### src/rtl/pc_pkg.sv
// pc_pkg: shared types and defaults for the IF-stage program counter.
// Optional misalignment flag is enabled with PC_ALIGN_CHECK_EN.
package pc_pkg;

  localparam int          XLEN_DEF      = 32;
  localparam logic [31:0] RESET_VEC_DEF = 32'h0000_0000;
  localparam int          PC_INC_DEF    = 4;
  localparam int          BOOT_DEF      = 2;

  typedef enum logic [1:0] {
    PC_BOOT = 2'd0,
    PC_RUN  = 2'd1,
    PC_HOLD = 2'd2
  } pc_state_e;

endpackage

### src/rtl/pc_redirect_buf.sv
// pc_redirect_buf: holds one redirect that arrived while the PC was stalled.
// A trap may replace anything; a branch never replaces a pending trap.
module pc_redirect_buf
  import pc_pkg::*;
#(
  parameter int XLEN = XLEN_DEF
) (
  input  logic            clk,
  input  logic            rst,
  input  logic            clr,
  input  logic            capture,
  input  logic            trap_valid,
  input  logic [XLEN-1:0] trap_vec,
  input  logic            br_taken,
  input  logic [XLEN-1:0] br_target,
  output logic [XLEN-1:0] pend_tgt,
  output logic            pend
);

  logic pend_is_trap;
  logic br_ok;

  assign br_ok = !(pend && pend_is_trap);

  always_ff @(posedge clk) begin
    if (!rst) begin
      pend_tgt     <= '0;
      pend_is_trap <= 1'b0;
      pend         <= 1'b0;
    end else if (clr) begin
      pend_tgt     <= '0;
      pend_is_trap <= 1'b0;
      pend         <= 1'b0;
    end else if (capture && trap_valid) begin
      pend_tgt     <= trap_vec;
      pend_is_trap <= 1'b1;
      pend         <= 1'b1;
    end else if (capture && br_taken && br_ok) begin
      pend_tgt     <= br_target;
      pend_is_trap <= 1'b0;
      pend         <= 1'b1;
    end
  end

endmodule

### src/rtl/pc_unit.sv
// pc_unit: IF-stage PC with boot hold-off, stall and buffered redirects.
// Define PC_ALIGN_CHECK_EN to force-align targets and add the misalign flag.
module pc_unit
  import pc_pkg::*;
#(
  parameter int              XLEN        = XLEN_DEF,
  parameter logic [XLEN-1:0] RESET_VEC   = XLEN'(RESET_VEC_DEF),
  parameter int              PC_INC      = PC_INC_DEF,
  parameter int              BOOT_CYCLES = BOOT_DEF
) (
  input  logic            clk,
  input  logic            rst,
  input  logic            pc_rst,
  input  logic            stall,
  input  logic            br_taken,
  input  logic [XLEN-1:0] br_target,
  input  logic            trap_valid,
  input  logic [XLEN-1:0] trap_vec,
  output logic [XLEN-1:0] pc,
  output logic            pc_valid,
  output logic            redirect_pend
`ifdef PC_ALIGN_CHECK_EN
  ,
  output logic            misalign
`endif
);

  localparam int CW = $clog2(BOOT_CYCLES + 1);
  localparam logic [CW-1:0] LAST = CW'(BOOT_CYCLES - 1);

  pc_state_e       state_q, state_d;
  logic [XLEN-1:0] pc_q, pc_d;
  logic [CW-1:0]   cnt_q, cnt_d;
  logic            capture;
  logic            pend_clr;
  logic            apply;
  logic [XLEN-1:0] tgt;
  logic [XLEN-1:0] pend_tgt;
  logic            pend;

  pc_redirect_buf #(
    .XLEN(XLEN)
  ) u_buf (
    .clk       (clk),
    .rst       (rst),
    .clr       (pend_clr),
    .capture   (capture),
    .trap_valid(trap_valid),
    .trap_vec  (trap_vec),
    .br_taken  (br_taken),
    .br_target (br_target),
    .pend_tgt  (pend_tgt),
    .pend      (pend)
  );

  always_comb begin
    state_d  = state_q;
    pc_d     = pc_q;
    cnt_d    = cnt_q;
    capture  = 1'b0;
    pend_clr = 1'b0;
    apply    = 1'b0;
    tgt      = '0;
    unique case (state_q)
      PC_BOOT: begin
        if (cnt_q == LAST) state_d = PC_RUN;
        else cnt_d = cnt_q + 1'b1;
      end
      PC_RUN: begin
        if (stall) begin
          if (trap_valid || br_taken) begin
            capture = 1'b1;
            state_d = PC_HOLD;
          end
        end else if (trap_valid) begin
          apply = 1'b1;
          tgt   = trap_vec;
        end else if (br_taken) begin
          apply = 1'b1;
          tgt   = br_target;
        end else begin
          pc_d = pc_q + XLEN'(PC_INC);
        end
      end
      PC_HOLD: begin
        if (stall) begin
          capture = 1'b1;
        end else begin
          apply    = 1'b1;
          tgt      = trap_valid ? trap_vec : pend_tgt;
          pend_clr = 1'b1;
          state_d  = PC_RUN;
        end
      end
      default: state_d = PC_BOOT;
    endcase
    if (apply) begin
`ifdef PC_ALIGN_CHECK_EN
      pc_d = {tgt[XLEN-1:2], 2'b00};
`else
      pc_d = tgt;
`endif
    end
    // soft restart skips the boot hold-off entirely
    if (pc_rst) begin
      state_d  = PC_RUN;
      pc_d     = RESET_VEC;
      cnt_d    = cnt_q;
      pend_clr = 1'b1;
      capture  = 1'b0;
      apply    = 1'b0;
    end
  end

  always_ff @(posedge clk) begin
    if (!rst) begin
      state_q <= PC_BOOT;
      pc_q    <= RESET_VEC;
      cnt_q   <= '0;
    end else begin
      state_q <= state_d;
      pc_q    <= pc_d;
      cnt_q   <= cnt_d;
    end
  end

`ifdef PC_ALIGN_CHECK_EN
  logic mis_q;
  always_ff @(posedge clk) begin
    if (!rst) mis_q <= 1'b0;
    else      mis_q <= apply && (tgt[1:0] != 2'b00);
  end
  assign misalign = mis_q;
`endif

  assign pc            = pc_q;
  assign pc_valid      = (state_q != PC_BOOT);
  assign redirect_pend = pend;

endmodule

### config.mk
export PLATFORM = sky130hd
export DESIGN_NAME = pc_unit
export DESIGN_NICKNAME = d
export VERILOG_FILES = /design/src/rtl/pc_pkg.sv /design/src/rtl/pc_redirect_buf.sv /design/src/rtl/pc_unit.sv
export SDC_FILE = /design/constraint.sdc
export NUM_CORES = 1
export LEC_CHECK = 0
export CORE_MARGIN = 4
export CORE_UTILIZATION = 55
export CTS_BUF_LIST = sky130_fd_sc_hd__clkbuf_4
export CTS_CLUSTER_DIAMETER = 120
export DETAILED_ROUTE_END_ITERATION = 8
export DONT_BUFFER_PORTS = 1
export GPL_ROUTABILITY_DRIVEN = 0
export HOLD_SLACK_MARGIN = 0.15
export PLACE_DENSITY = 0.7
export SLEW_MARGIN = 20
export SYNTH_ARGS = -nofsm -noshare
export SYNTH_HDL_FRONTEND = slang
export SYNTH_SLANG_ARGS = --single-unit
### constraint.sdc
create_clock -name clk -period 5.63 [get_ports clk]
set_input_delay 0.563 -clock clk [delete_from_list [all_inputs] [get_ports clk]]
set_output_delay 0.563 -clock clk [all_outputs]
set_load 0.005 [all_outputs]
==> flow_metrics.env <==
export IMPL_crit_fanout=15
export IMPL_numClockSinks=70
export IMPL_tritoncts="yes"
export IMPL_tns_ns=0
export IMPL_diodes=0
export IMPL_clock_skew_ns=0.0151
export IMPL_synth_enable_flop_cells=0
export IMPL_critPathRequiredTime_ns=5.96
export IMPL_num_rows=32
export IMPL_crit_path_start_kind="flip-flop"
export IMPL_most_common_layout_cells="81 x nor2_1, 70 x dfxtp_1, 62 x a21oi_1"
export IMPL_core_area_um2=7890
export IMPL_drive_gt1_share_pct=6.91
export IMPL_grt_antenna_before_repair=0
export IMPL_path_delay_family="simple AND/OR/NAND/NOR gates"
export IMPL_worst_path_stages=6
export IMPL_initial_utilization_pct=57.5
export IMPL_finalHoldViolations=0
export IMPL_first_global_vias=4077
export IMPL_hp_start="rst"
export IMPL_max_slew_margin_pct=25.3
export IMPL_grt_max_degree=98
export IMPL_rsz0062_at_grt="no"
export IMPL_max_freq_mhz=353
export IMPL_yosysWarnings=0
export IMPL_h_tree_depth=3
export IMPL_max_cap_viol_count=0
export IMPL_cts_resized=0
export IMPL_portBuffers=0
export IMPL_die_h_um=98.8
export IMPL_vdd_drop_max_mv=0.103
export IMPL_hold_ws_ns=0.254
export IMPL_postRouteAntennaNets=0
export IMPL_finalNonFillerCells=666
export IMPL_dp_hpwl_mm=9.37
export IMPL_worstSkewPairLatency_ns=0.43
export IMPL_vias=4696
export IMPL_worst_r2r_endpoint="pc[21]"
export IMPL_clock_root_buffer="clkbuf_4"
export IMPL_status="finished clean"
export IMPL_power_mw=1.03
export IMPL_clockBufferDepth=2
export IMPL_post_cts_setup_buffer_count=0
export IMPL_cp_startpoint="state_q[0]"
export IMPL_layout_commonest_cell="nor2_1"
export IMPL_first_pass_iters=6
export IMPL_drc=0
export IMPL_cts_buffers=9
export IMPL_min_delay_path_depth=1
export IMPL_max_stage_delay_ns=0.98
export IMPL_ff2ff_path_depth=6
export IMPL_ys_async_sr_fraction_pct=0
export IMPL_netlist_area_um2=4540
export IMPL_cts_hold_buffers=0
export IMPL_setup_viol=0
export IMPL_crit_chain="inv_1 > ha_1 > nor3b_2 > a222oi_1 > a21o_1 > a211oi_1"
export IMPL_wl_per_cell_um=20.8
export IMPL_r2r_slack_ns=2.79
export IMPL_end_kind="flip-flop"
export IMPL_grt_pass1_wl_mm=21.6
export IMPL_critPathSlowestCell="nor3b_2"
export IMPL_crit_arrival_ns=3.16
export IMPL_hold_class="primary input to flip-flop"
export IMPL_nets=636
export IMPL_crit_type="flip-flop to flip-flop"
export IMPL_fin_crit_sh_pct=50.4
export IMPL_area_growth_pct=2.10
export IMPL_powerDensity_nw_per_um2=223
export IMPL_syn_nets=672
export IMPL_ioPinCount=104
export IMPL_r2r_start="state_q[0]"
export IMPL_synth_cells=595
export IMPL_track_usage_pct=27.4
export IMPL_clk_pin_slew_worst_paths_ns=0.12
export IMPL_worst_pin_slew_ns=1.12
export IMPL_postLayoutCoreUtil_pct=58.7
export IMPL_avgSynthCellArea_um2=7.62
export IMPL_cellLeakagePower_nw=1.49
export IMPL_ys_types=65
export IMPL_drt_total_wl_mm=13.9
export IMPL_yosysSeqAreaShare_pct=30.9
export IMPL_min_period_ns=2.84
export IMPL_die_area_um2=9770
export IMPL_maxSlewViolCount=0
export IMPL_ys_dominant_reg_cell="dfxtp_1"
export IMPL_cp_endpoint="pc[21]"
export IMPL_viasPerCell=7.05
export IMPL_die_w_um=98.8
export IMPL_ys_ff_latch=70
export IMPL_drt_initial_drc_count=531
export IMPL_grt_ovfl_total=0
export IMPL_crit_buf_inv=1
export IMPL_placed_cells=650
## through the flow
step                worst slack [ns]  instance area [um^2]
floorplan                       3.55                  4540
global placement                2.88                  4460
detailed placement              2.80                  4470
CTS                             2.75                  4620
global route                    2.73                  4630
finish                          2.79                  4630
## per-layer routing
metal | GRT usage [%] | wire, um
met2 | 40.2 | 6260
met3 | 7.64 | 1540
met5 | 0 | 0
met1 | 39.2 | 5870
met4 | 7.67 | 198
## how the worst min path moves through the flow
stage                         end
2_1_floorplan  u_buf.pend_tgt[30]
3_3_place_gp   u_buf.pend_tgt[30]
3_5_place_dp   u_buf.pend_tgt[10]
4_1_cts                  cnt_q[0]
5_1_grt                  cnt_q[0]
6_report                 cnt_q[0]
## state kept, by name, summed over array words and instances, names as in the netlist
name                cells
u_buf.pend_is_trap      1
u_buf.pend_tgt         32
u_buf.pend              1
state_q                 2
pc                     32
cnt_q                   2
## power breakdown
| group | internal [mW] | switching (mW) | total [mW] |
|---|---|---|---|
| Clock | 0.188 | 0.183 | 0.371 |
| Combinational | 0.0548 | 0.0989 | 0.154 |
| Sequential | 0.503 | 0.00707 | 0.510 |
| Total | 0.746 | 0.289 | 1.03 |
## cells in the mapped netlist (all sizes together), types with 11 or more instances
master / n / area share (%)
buf: 28 / 3.5
a211o: 33 / 6.4
dfxtp: 70 / 31
o22ai: 12 / 1.7
o21ai: 29 / 3.2
clkbuf: 25 / 2.3
a222oi: 12 / 2.6
a21oi: 62 / 6.8
nor3: 13 / 1.7
mux2i: 12 / 2.6
nand3: 21 / 2.3
a22oi: 11 / 1.8
nand2: 57 / 4.8
nor2: 81 / 6.7
## layout make-up
class / instances / area, um^2
fillers: 723 / 3260
multi-input cells: 461 / 2860
flip-flops and latches: 70 / 1400
well taps: 102 / 128
clock buffers: 11 / 82.6
clock inverters: 5 / 73.8
repair buffers: 6 / 45.0
inverters: 11 / 41.3
## kinds of logic after synthesis
group                    synth area share [%]
flip-flops                               30.9
AND/OR/NAND/NOR                          23.7
adder cells (fa/ha/maj)                  1.93
buffers and inverters                    6.70
XOR/XNOR                                0.579
AO/OA/AOI/OAI                            33.3
multiplexers                             2.90
(Power assumes the default switching activity.)
